File: src/rtl/ft_cmd_pkg.sv
// ft_cmd_pkg: opcodes, parser states and defaults shared by the
// FT245 command parser and host-side vector generators.
package ft_cmd_pkg;

    localparam logic [7:0] OP_NOP       = 8'h00;
    localparam logic [7:0] OP_SET_PHASE = 8'h01;
    localparam logic [7:0] OP_COMMIT    = 8'h02;
    localparam logic [7:0] OP_SET_ALL   = 8'h03;

    localparam int DEF_TIMEOUT_CYC = 1000000;

    typedef enum logic [2:0] {
        S_OP,
        S_ADDR,
        S_PHASE,
        S_PALL,
        S_BCAST
    } parser_state_t;

    function automatic logic [7:0] sat_inc(input logic [7:0] v);
        return (v == 8'hFF) ? v : v + 8'd1;
    endfunction

endpackage

File: src/rtl/ft_cmd_parser_if.sv
// ft_cmd_parser_if: RX FIFO read side plus phase-bank write side.
// master is the parser, slave is the FIFO/phase-bank environment.
interface ft_cmd_parser_if #(
    parameter int ADDR_W  = 8,
    parameter int PHASE_W = 8
);
    logic [7:0]         rxfifo_data;
    logic               rxfifo_empty;
    logic               rxfifo_rdreq;
    logic               phase_we;
    logic [ADDR_W-1:0]  phase_addr;
    logic [PHASE_W-1:0] phase_data;
    logic               commit;
    logic               busy;
    logic [7:0]         err_count;

    modport master (
        input  rxfifo_data, rxfifo_empty,
        output rxfifo_rdreq, phase_we, phase_addr, phase_data,
        output commit, busy, err_count
    );

    modport slave (
        output rxfifo_data, rxfifo_empty,
        input  rxfifo_rdreq, phase_we, phase_addr, phase_data,
        input  commit, busy, err_count
    );
endinterface

File: src/rtl/cmd_timeout.sv
// cmd_timeout: idle counter that pulses tc after TIMEOUT_CYC
// consecutive enabled cycles without a clear.
module cmd_timeout
    import ft_cmd_pkg::*;
#(
    parameter int TIMEOUT_CYC = DEF_TIMEOUT_CYC
) (
    input  logic clk,
    input  logic rst,
    input  logic en,
    input  logic clr,
    output logic tc
);
    localparam int CW = $clog2(TIMEOUT_CYC + 1);
    localparam logic [CW-1:0] LAST = CW'(TIMEOUT_CYC - 1);

    logic [CW-1:0] cnt;

    assign tc = en && !clr && (cnt == LAST);

    // Count idle cycles; restart on any byte, when disabled or on expiry.
    always_ff @(posedge clk) begin
        if (rst || clr || !en || tc) begin
            cnt <= '0;
        end else begin
            cnt <= cnt + CW'(1);
        end
    end
endmodule

File: src/rtl/ft_cmd_parser.sv
// ft_cmd_parser: decodes host command bytes from the RX FIFO into
// phase-bank writes, commit strobes and a saturating error count.
module ft_cmd_parser
    import ft_cmd_pkg::*;
#(
    parameter int NUM_CHANNELS = 4,
    parameter int ADDR_W       = 8,
    parameter int PHASE_W      = 8,
    parameter int TIMEOUT_CYC  = DEF_TIMEOUT_CYC
) (
    input  logic            clk,
    input  logic            rst,
    ft_cmd_parser_if.master bus
);
    localparam logic [ADDR_W-1:0] LAST_CH = ADDR_W'(NUM_CHANNELS - 1);

    parser_state_t      state;
    logic               rd_pend;
    logic               byte_vld;
    logic               rdreq;
    logic [7:0]         rx_byte;
    logic [7:0]         addr_q;
    logic [ADDR_W-1:0]  bidx;
    logic               we_q;
    logic               commit_q;
    logic [ADDR_W-1:0]  addr_o;
    logic [PHASE_W-1:0] data_o;
    logic [7:0]         err_q;
    logic               to_en;
    logic               to_tc;

    assign rx_byte  = bus.rxfifo_data;
    assign byte_vld = rd_pend;
    assign rdreq    = !bus.rxfifo_empty && !rd_pend &&
                      (state != S_BCAST) && !rst;
    assign to_en    = state inside {S_ADDR, S_PHASE, S_PALL};

    assign bus.rxfifo_rdreq = rdreq;
    assign bus.phase_we     = we_q;
    assign bus.phase_addr   = addr_o;
    assign bus.phase_data   = data_o;
    assign bus.commit       = commit_q;
    assign bus.err_count    = err_q;
    assign bus.busy         = (state != S_OP) || rd_pend;

    cmd_timeout #(
        .TIMEOUT_CYC (TIMEOUT_CYC)
    ) u_timeout (
        .clk (clk),
        .rst (rst),
        .en  (to_en),
        .clr (byte_vld),
        .tc  (to_tc)
    );

    // Read handshake, packet FSM and broadcast sequencer.
    always_ff @(posedge clk) begin
        if (rst) begin
            state    <= S_OP;
            rd_pend  <= 1'b0;
            addr_q   <= '0;
            bidx     <= '0;
            we_q     <= 1'b0;
            commit_q <= 1'b0;
            addr_o   <= '0;
            data_o   <= '0;
            err_q    <= '0;
        end else begin
            rd_pend  <= rdreq;
            we_q     <= 1'b0;
            commit_q <= 1'b0;
            if (to_tc) begin
                err_q <= sat_inc(err_q);
                state <= S_OP;
            end else begin
                unique case (state)
                    S_OP: begin
                        if (byte_vld) begin
                            unique case (rx_byte)
                                OP_NOP:       ;
                                OP_SET_PHASE: state <= S_ADDR;
                                OP_COMMIT:    commit_q <= 1'b1;
                                OP_SET_ALL:   state <= S_PALL;
                                default:      err_q <= sat_inc(err_q);
                            endcase
                        end
                    end
                    S_ADDR: begin
                        if (byte_vld) begin
                            addr_q <= rx_byte;
                            state  <= S_PHASE;
                        end
                    end
                    S_PHASE: begin
                        if (byte_vld) begin
                            if (32'(addr_q) < NUM_CHANNELS) begin
                                we_q   <= 1'b1;
                                addr_o <= ADDR_W'(addr_q);
                                data_o <= PHASE_W'(rx_byte);
                            end else begin
                                err_q <= sat_inc(err_q);
                            end
                            state <= S_OP;
                        end
                    end
                    S_PALL: begin
                        if (byte_vld) begin
                            we_q   <= 1'b1;
                            addr_o <= '0;
                            data_o <= PHASE_W'(rx_byte);
                            bidx   <= '0;
                            state  <= S_BCAST;
                        end
                    end
                    S_BCAST: begin
                        if (bidx == LAST_CH) begin
                            state <= S_OP;
                        end else begin
                            bidx   <= bidx + ADDR_W'(1);
                            addr_o <= bidx + ADDR_W'(1);
                            we_q   <= 1'b1;
                        end
                    end
                    default: state <= S_OP;
                endcase
            end
        end
    end
endmodule

File: src/flat_wrapper.sv
// flat-port wrapper written by rule: the top's interface ports become plain ports
module ft_cmd_parser_flat import ft_cmd_pkg::*;
#(
    parameter int NUM_CHANNELS = 4,
    parameter int ADDR_W       = 8,
    parameter int PHASE_W      = 8,
    parameter int TIMEOUT_CYC  = DEF_TIMEOUT_CYC
)
  (clk, rst, bus_rxfifo_data, bus_rxfifo_empty, bus_rxfifo_rdreq, bus_phase_we, bus_phase_addr, bus_phase_data, bus_commit, bus_busy, bus_err_count);
  ft_cmd_parser_if #(.ADDR_W(ADDR_W), .PHASE_W(PHASE_W)) bus_i ();
  input  logic clk;
  input  logic rst;
  input wire logic [$bits(bus_i.rxfifo_data)-1:0] bus_rxfifo_data;
  input wire logic [$bits(bus_i.rxfifo_empty)-1:0] bus_rxfifo_empty;
  output wire logic [$bits(bus_i.rxfifo_rdreq)-1:0] bus_rxfifo_rdreq;
  output wire logic [$bits(bus_i.phase_we)-1:0] bus_phase_we;
  output wire logic [$bits(bus_i.phase_addr)-1:0] bus_phase_addr;
  output wire logic [$bits(bus_i.phase_data)-1:0] bus_phase_data;
  output wire logic [$bits(bus_i.commit)-1:0] bus_commit;
  output wire logic [$bits(bus_i.busy)-1:0] bus_busy;
  output wire logic [$bits(bus_i.err_count)-1:0] bus_err_count;
  assign bus_i.rxfifo_data = bus_rxfifo_data;
  assign bus_i.rxfifo_empty = bus_rxfifo_empty;
  assign bus_rxfifo_rdreq = bus_i.rxfifo_rdreq;
  assign bus_phase_we = bus_i.phase_we;
  assign bus_phase_addr = bus_i.phase_addr;
  assign bus_phase_data = bus_i.phase_data;
  assign bus_commit = bus_i.commit;
  assign bus_busy = bus_i.busy;
  assign bus_err_count = bus_i.err_count;
  ft_cmd_parser #(.NUM_CHANNELS(NUM_CHANNELS), .ADDR_W(ADDR_W), .PHASE_W(PHASE_W), .TIMEOUT_CYC(TIMEOUT_CYC)) u_core (.clk(clk), .rst(rst), .bus(bus_i));
endmodule
File: config.mk
export PLATFORM = sky130hd
export DESIGN_NAME = ft_cmd_parser_flat
export DESIGN_NICKNAME = d
export VERILOG_FILES = /design/src/rtl/ft_cmd_pkg.sv /design/src/rtl/ft_cmd_parser_if.sv /design/src/rtl/cmd_timeout.sv /design/src/rtl/ft_cmd_parser.sv /design/src/flat_wrapper.sv
export SDC_FILE = /design/constraint.sdc
export NUM_CORES = 1
export LEC_CHECK = 0
export CORE_MARGIN = 2
export CORE_UTILIZATION = 49
export DETAILED_ROUTE_END_ITERATION = 7
export GPL_TIMING_DRIVEN = 0
export PLACE_DENSITY = 0.83
export SETUP_SLACK_MARGIN = 0.5
export SYNTH_ARGS = -nofsm -noshare
export SYNTH_HDL_FRONTEND = slang
export SYNTH_SLANG_ARGS = --single-unit
File: constraint.sdc
create_clock -name clk -period 1.83 [get_ports clk]
set_input_delay 0.2745 -clock clk [delete_from_list [all_inputs] [get_ports clk]]
set_output_delay 0.2745 -clock clk [all_outputs]
set_load 0.01 [all_outputs]
==> results by stage, run 1 <==
Synthesis:
- After synthesis, the netlist uses 52 different library cells.
- For this run, asynchronously set or reset flops after synthesis account for 0.
- The synthesized flop and latch total is 66.
- Of the post-synthesis cell area, the dominant cell type holds 0.434.
- The synthesized design spends more area on one cell type than any other, namely sky130_fd_sc_hd__dfxtp_1.
- The number of nets in the synthesized netlist is approximately 360.
- In the synthesized netlist, the cells that appear most often are sky130_fd_sc_hd__dfxtp_1, sky130_fd_sc_hd__nor2_1, sky130_fd_sc_hd__nand2_1.
- After synthesis, the mean cell area works out to 8.92 µm².
- By instance count, the leading cell after synthesis is sky130_fd_sc_hd__dfxtp_1.
- Synthesis handed over a netlist of ~340 instances.
- The number of synthesis warnings is 0.
- The mapped netlist covers slightly above 3000 µm².
- For this run, the register share of the synthesized area comes to 0.434.
- The number of synthesized flops with an enable pin is 0.
- By area the synthesized netlist is led by sky130_fd_sc_hd__dfxtp_1, sky130_fd_sc_hd__nor2_1, sky130_fd_sc_hd__mux2i_1.
- Among all flip-flop cells after synthesis, the most frequent one is sky130_fd_sc_hd__dfxtp_1.

Power and ir drop:
- Dividing total power by cell area gives a power density of 613 nW/µm².
- In this run the static leakage power is roughly 1.7 nW.
- The highest ir drop seen on vdd is 0.534 mV.

Route:
- The remaining design rule violation count is 0.
- For this block, wires on met1 add up to approximately 3300 µm.
- The initial DRC count is between 100 and 150.
- The top routing layer in use is met4.
- The final layout contains routed wiring with a total length of around 7700 µm.
- The met3 wire length is roughly 390 µm.
- The via count is ~2800.
- The routed wire length on met2 is 3800 µm.
- The iteration count of the initial detailed-routing pass is 5.
- The post-detailed-route via-to-cell ratio is 5.63.
- The post-detailed-route wirelength per cell is roughly 16 µm.
- The remaining number of nets flagged by the antenna check after routing is 0.

Die:
- The die area is around 6900 µm².
- The width of the chip is between 80 and 90 µm.
- In this run the standard cell core region covers 5960 µm².
- The vertical die dimension is 82.8 µm.
- The top-level port count is 39.
- The site row count is 28.
- The initial standard-cell utilization of the core is 0.511.

Timing:
- The worst pin sits at a relative slew slack of 0.687.
- The fmax is between 500 and 600 MHz.
- At the pin with the least slew margin, the transition time is roughly 470 ps.
- The final setup violation count is 0.
- The worst setup slack after layout is 65.5 ps.
- Setup repair after global routing could not meet its margin everywhere.
- The post-route clock skew is slightly above 8 ps.
- The worst hold slack after final layout is 180 ps.
- The final clock period utilization by the worst path is 0.964.
- The max-slew violation count is 0.
- The hold violation count in the final report is 0.
- Subtracting the final worst setup slack from the clock period gives ~1800 ps.

Global routing:
- The sum of overflow across all layers after global routing is 0.
- The number of antenna violations at the first check in global routing was 0.
- The via count of the first global-routing pass is roughly 2500.
- The maximum number of pins on one net before global-route repair is 11.
- The first global-routing pass estimated 11800 µm of wire.
- The global router's overall resource usage is 0.228.

Finish:
- The antenna diode count is 0.
- The fraction of final layout cells with drive strength greater than 1 is 0.308.
- The final cell utilization of the core is 0.725.
- The total of fill cells in the finished design is 411.
- The area added between synthesis and finish is 41.9%.
- The area of all placed cells without fillers is roughly 4300 µm².
- The number of nets in the finished design is roughly 430.

Status:
- The run finished with clean final reports.

Setup path:
- The arrival time reported for the critical path endpoint is slightly below 2000 ps.
- The launching point of the worst reg2reg path is u_core.u_timeout.cnt[13]$_SDFF_PP0_.
- The path depth of the worst reg2reg path is 6.
- STA puts the critical path data required time at between 2000 and 2500 ps.
- The category of the worst setup path capture point is a flip-flop.
- The largest driver fanout on the critical path is 10.
- In this run the critical register-to-register path is captured at u_core.bus.err_count[6]$_SDFFE_PP0P_.
- The path type of the worst setup path is flip-flop to flip-flop.
- The internal reg-to-reg setup slack is between 60 and 70 ps.
- STA classifies the critical path startpoint as a flip-flop.

Clock network:
- The number of hold-repair buffers added at the cts stage is 0.
- The clock-pin slew of the registers on the worst-case setup and hold paths is ~70 ps.
- The buffer levels on the longest clock path is 2.
- The clock tree from TritonCTS is done.
- The count of H-tree levels built during CTS is 3.
- The total CTS buffers is 9.
- The insertion delay of the later-clocked pin in the worst-skew pair is between 300 and 400 ps.
- In this run the clock root is driven by a sky130_fd_sc_hd__clkbuf_8.
- Clock tree synthesis found a total of 66 sinks.

Placed design:
- The placed wire-length estimate is between 4000 and 5000 µm.
- Port buffering added 37 buffers.
- In this run the cell area measured after placement is between 3000 and 4000 µm².
- The worst slack after detailed placement is -541 ps.
- Routability-driven placement finished with a final weighted congestion of 0.876.

Hold path:
- The startpoint identified for the worst hold timing path is bus_rxfifo_data[4].
- The worst hold path depth is 3.
- The path class of the tightest hold or removal check is primary input to flip-flop.
- The end point of the worst hold path is u_core.addr_q[4]$_SDFFE_PP0P_.

Run:
- The max-capacitance violation count is 0.
==> what timing repair did <==
item	CTS	global route
pin swaps	20	20
buffers inserted	13	13
gates resized for setup	86	29
endpoints found under the hold margin	0	0
endpoints found under the setup margin	93	69
gates cloned	0	0
==> layout by cell type, fill, tap and decap left out, types with 5 or more instances in the layout <==
| cell | n |
|---|---|
| sky130_fd_sc_hd__dfxtp_1 | 49 |
| sky130_fd_sc_hd__nor2_1 | 60 |
| sky130_fd_sc_hd__mux2_1 | 6 |
| sky130_fd_sc_hd__nand3_1 | 13 |
| sky130_fd_sc_hd__and3_1 | 5 |
| sky130_fd_sc_hd__nor2b_1 | 7 |
| sky130_fd_sc_hd__nand2_1 | 24 |
| sky130_fd_sc_hd__a21oi_2 | 6 |
| sky130_fd_sc_hd__mux2i_1 | 18 |
| sky130_fd_sc_hd__a21o_1 | 6 |
| sky130_fd_sc_hd__clkdlybuf4s50_1 | 5 |
| sky130_fd_sc_hd__buf_6 | 14 |
| sky130_fd_sc_hd__nand4_1 | 5 |
| sky130_fd_sc_hd__dlygate4sd2_1 | 26 |
| sky130_fd_sc_hd__xor2_1 | 6 |
| sky130_fd_sc_hd__xnor2_1 | 18 |
| sky130_fd_sc_hd__dfxtp_2 | 15 |
| sky130_fd_sc_hd__buf_4 | 20 |
| sky130_fd_sc_hd__clkbuf_8 | 12 |
| sky130_fd_sc_hd__nor3_1 | 5 |
==> layer usage <==
layer | GRT usage | vias up
met5 | 0 | -
met4 | 0.113 | 0
met3 | 0.0552 | 18
met2 | 0.369 | 86
met1 | 0.283 | 1338
li1 | - | 1338
==> cell type report <==
class                   instances  area (µm²)  area share
clock buffers                  12         155      0.0359
well taps                      75        93.8      0.0217
multi-input cells             255        1980       0.458
plain buffers                  15         133      0.0307
flip-flops and latches         66        1350       0.312
clock inverters                 3        15.0     0.00348
repair buffers                 63         572       0.132
inverters                       5        22.5     0.00522
==> report_power, final <==
group,total (W),internal [W],switching [W]
Sequential,0.00145,0.00144,0.00000907
Clock,0.00107,0.000551,0.000520
Combinational,0.000126,0.0000608,0.0000654
Total,0.00265,0.00205,0.000595
==> worst max-delay path by stage <==
stage	startpoint	end	slack, ps	cells past startpoint
after detailed placement	bus_rxfifo_data[3]	u_core.bus.err_count[6]$_SDFFE_PP0P_	-540	6
after global routing	u_core.u_timeout.cnt[13]$_SDFF_PP0_	u_core.bus.err_count[0]$_SDFFE_PP0P_	30	6
after floorplan	bus_rxfifo_data[3]	u_core.bus.err_count[3]$_SDFFE_PP0P_	110	5
final	u_core.u_timeout.cnt[13]$_SDFF_PP0_	u_core.bus.err_count[6]$_SDFFE_PP0P_	70	6
after CTS	u_core.state[1]$_SDFFE_PP0P_	u_core.bus.phase_addr[5]$_SDFFE_PP0P_	70	7
after global placement	bus_rxfifo_data[3]	u_core.bus.err_count[2]$_SDFFE_PP0P_	-500	6
==> critical path: stages (launching register included) <==
cell and delay, ps:
sky130_fd_sc_hd__dfxtp_2 330, sky130_fd_sc_hd__nor4b_2 270, sky130_fd_sc_hd__and4b_1 230, sky130_fd_sc_hd__nand4b_1 150
sky130_fd_sc_hd__buf_6 190, sky130_fd_sc_hd__a21oi_2 130, sky130_fd_sc_hd__mux2_1 340
==> flip-flops by register name (all words and copies together), names as in the netlist <==
signal,flops
u_core.bus.phase_addr,8
u_core.u_timeout.cnt,20
u_core.byte_vld,1
u_core.bus.err_count,8
u_core.bus.phase_we,1
u_core.state,3
u_core.bus.phase_data,8
u_core.bidx,8
u_core.addr_q,8
u_core.bus.commit,1
==> logic make-up (layout without fill, tap and decap cells) <==
logic type               count (synthesis)  count (layout)  share of synthesized area
buffers and inverters                   20              98                     0.0284
multiplexers                            25              25                     0.0864
AND/OR/NAND/NOR                        164             164                      0.272
flip-flops                              66              66                      0.434
AO/OA/AOI/OAI                           39              39                     0.0971
XOR/XNOR                                24              24                     0.0691
adder cells (fa/ha/maj)                  3               3                     0.0123
==> per-stage QoR <==
stage	power (W)	cells	TNS [ps]
2_1_floorplan	0.00154	341	0
3_3_place_gp	0.00159	453	-4950
3_5_place_dp	0.00159	453	-5340
4_1_cts	0.00264	481	0
5_1_grt	0.00272	494	0
6_report	0.00265	494	0
Power figures use the tool's default switching activity.
==> run 2, diff against run 1 <==
Settings changed: CAP_MARGIN set to 20, RECOVER_POWER set to 100.
==> results by stage, run 2 (same netlist as run 1, synthesis figures left out) <==
Status:
- The flow ran to the end, and the final reports show no timing, DRC or antenna violations.

Finish:
- Leaving out fill and tap cells, the most frequent cell in the layout is sky130_fd_sc_hd__nor2_1.
- The number of flip-flops in the largest register is 20.
- The non-filler instance count after layout is 494.
- The antenna diode count is 0.
- The top cell types in the final layout, fill and taps aside, are sky130_fd_sc_hd__nor2_1, sky130_fd_sc_hd__dfxtp_1, sky130_fd_sc_hd__dlygate4sd2_1.
- Compared with the post-synthesis result, the final layout area differs by 39.4%.
- The register bank with the most flops is u_core.u_timeout.cnt.
- The number of nets in the finished design is between 400 and 500.
- The total of fill cells in the finished design is approximately 430.
- The fraction of final layout cells with drive strength greater than 1 is 0.279.
- The area of all placed cells without fillers is 4240 µm².

Timing:
- For the pin with the worst max-slew slack, the measured transition is ~550 ps.
- Setup repair after global routing could not meet its margin everywhere.
- Setup violations remaining at the end of the flow were counted as 0.
- In the finished design, the share of the clock period the worst path needs comes to 0.982.
- The minimum clock period is about 1800 ps.
- The max-slew violation count is 0.
- The post-route clock skew is roughly 9.8 ps.
- The fmax is 556 MHz.
- The hold violation count in the final report came to 0.
- Headroom to the max-slew limit came out at 0.634.

Setup path:
- In this run the worst setup path begins at u_core.state[0]$_SDFFE_PP0P_.
- The required time of the worst setup path is 2060 ps.
- The path type of the worst setup path is flip-flop to flip-flop.
- Of all nets on the critical path, the largest fanout is 10.
- The arrival time reported for the critical path endpoint is a little over 2000 ps.
- The internal reg-to-reg setup slack is roughly 33 ps.
- In this run the critical register-to-register path is launched from u_core.state[0]$_SDFFE_PP0P_.
- Traced cell by cell, the critical path runs through buf_8, buf_4, nor2_4, nor3_2, nand4b_1, buf_6, a21oi_1, mux2_1.
- The path depth of the worst reg2reg path is 8.
- The buffers plus inverters on the worst setup path is 3.
- The cell with the largest stage delay on the worst path is sky130_fd_sc_hd__dfxtp_1.
- STA classifies the critical path startpoint as a flip-flop.
- The cell family contributing the most delay on the critical path is buffers and inverters.
- The endpoint of the most critical setup path is u_core.bus.err_count[4]$_SDFFE_PP0P_.
- The category of the worst setup path capture point is a flip-flop.
- The worst stage delay on the critical path is about 340 ps.
- The number of logic stages on the critical path including buffering is 8.
- The destination of the worst register-to-register timing path is u_core.bus.err_count[4]$_SDFFE_PP0P_.

Global routing:
- The global router's overall resource usage is 0.228.
- For met1 alone, demand over resource in global routing was 0.283.
- The sum of overflow across all layers after global routing is 0.
- The via count of the first global-routing pass was roughly 2500.
- The maximum number of pins on one net before global-route repair is 11.
- For this run, global-route usage on met2 was measured as 0.369.
- The number of antenna violations at the first check in global routing came to 0.
- The routing usage on met3 is 0.0552.
- The layer flagged by global routing as most heavily used is met2.
- The first-pass GRT wire length is 11800 µm.

Clock network:
- The library cell used as clock root buffer is sky130_fd_sc_hd__clkbuf_8.
- The clock-pin slew of the registers on the worst-case setup and hold paths is 70 ps.
- The H-tree was split into 3 levels.
- The buffer levels on the longest clock path is 2.
- In this run, CTS created clock tree buffers numbering 9.
- For this design, the sink count on the clock tree is 66.
- The number of hold-repair buffers added at the cts stage is 0.
- The insertion delay of the later-clocked pin in the worst-skew pair is 340 ps.
- The clock tree from TritonCTS is done.

Route:
- In this run the remaining antenna-violating nets after routing total 0.
- The initial DRC count is 161.
- For this block, the routed nets add up to 7750 µm of wire.
- The via count is approximately 2800.
- After detailed routing, the average wire length per cell comes to 15.7 µm.
- The iteration count of the initial detailed-routing pass is 4.
- Using the TritonRoute via totals, the vias-per-cell ratio works out to about 5.6.
- In the routed design, unresolved DRC markers number 0.

Power and ir drop:
- The worst-case IR drop observed on VDD is 0.531 mV.
- The static leakage power is between 1.5 and 2 nW.
- For this design the ratio of total power to cell area is approximately 620 nW/µm².
- The post-route total power is approximately 0.0026 W.

Run:
- Max-cap violations in this run came to 0.

Hold path:
- The worst hold path depth is 3.
- The class of the tightest hold or removal check is primary input to flip-flop.

Placed design:
- At the end of routability-driven placement, the weighted congestion stood at approximately 0.9.
- The instance count after placement with tap cells included is around 450.
- The placed wire-length estimate is 4610 µm.
- In this run the cell area measured after placement is 3710 µm².
- Buffers placed on the I/O ports in this run total 37.

Die:
- The placeable core region is around 6000 µm².
- The die area is roughly 7000 µm².
- 39 I/O pins were placed.
- The width of the chip is between 80 and 90 µm.
- The vertical die dimension is a little over 80 µm.
- The initial standard-cell utilization of the core is 0.511.
- The site row count is 28.
## run 2: cell types whose count changed in the layout (fill, tap and decap cells not counted), sizes merged
cell    delta
buf        -6
clkbuf     +6
## run 2: what timing repair did
item                       4_1_cts  5_1_grt
cloned                           0        0
gates resized for setup         86       29
pin swaps                       20       20
setup endpoints to repair       93       69
buffers inserted                13       13
## run 2: cell type report
type	instances	area, µm²	area share
timing repair buffer	63	548	0.129
buffer	15	129	0.0304
clock buffer	12	155	0.0366
inverter	5	22.5	0.00531
clock inverter	3	15.0	0.00354
sequential	66	1340	0.316
multi-input combinational	255	1930	0.456
tap	75	93.8	0.0221
## run 2: report_power, final
group,switching (W),internal (W)
logic,0.0000639,0.0000587
clock network,0.000518,0.000551
registers,0.00000866,0.00144
total,0.000590,0.00205
## run 2: through the flow
step	setup WS, ps	TNS (ps)	hold WS (ps)	util
6_report	32.9	0	182	0.712
5_1_grt	13.2	0	184	0.712
4_1_cts	68.1	0	176	0.690
3_5_place_dp	-541	-5340	443	0.623
3_3_place_gp	-500	-4950	436	0.623
2_1_floorplan	111	0	352	-
## run 2: how the worst min path moves through the flow
stage	from	slack (ps)	endpoint
after floorplan	bus_rxfifo_empty	350	u_core.byte_vld$_SDFF_PP0_
after global placement	u_core.bus.phase_addr[2]$_SDFFE_PP0P_	440	u_core.bus.phase_addr[2]$_SDFFE_PP0P_
after detailed placement	u_core.bus.phase_addr[7]$_SDFFE_PP0P_	440	u_core.bus.phase_addr[7]$_SDFFE_PP0P_
after CTS	bus_rxfifo_data[4]	180	u_core.addr_q[4]$_SDFFE_PP0P_
after global routing	bus_rxfifo_data[4]	180	u_core.addr_q[4]$_SDFFE_PP0P_
final	bus_rxfifo_data[4]	180	u_core.addr_q[4]$_SDFFE_PP0P_
## run 2: worst register-to-register path: stages (launching register included)
cell and delay [ps]:
sky130_fd_sc_hd__dfxtp_1 340, sky130_fd_sc_hd__buf_8 140, sky130_fd_sc_hd__buf_4 130, sky130_fd_sc_hd__nor2_4 50, sky130_fd_sc_hd__nor3_2 170, sky130_fd_sc_hd__nand4b_1 180, sky130_fd_sc_hd__buf_6 190, sky130_fd_sc_hd__a21oi_1 170
sky130_fd_sc_hd__mux2_1 330
## run 2: layer usage
layer  wire, µm  up-vias
met4        227        0
met5          0        -
li1           -     1336
met3        461       20
met2       3790       84
met1       3270     1327
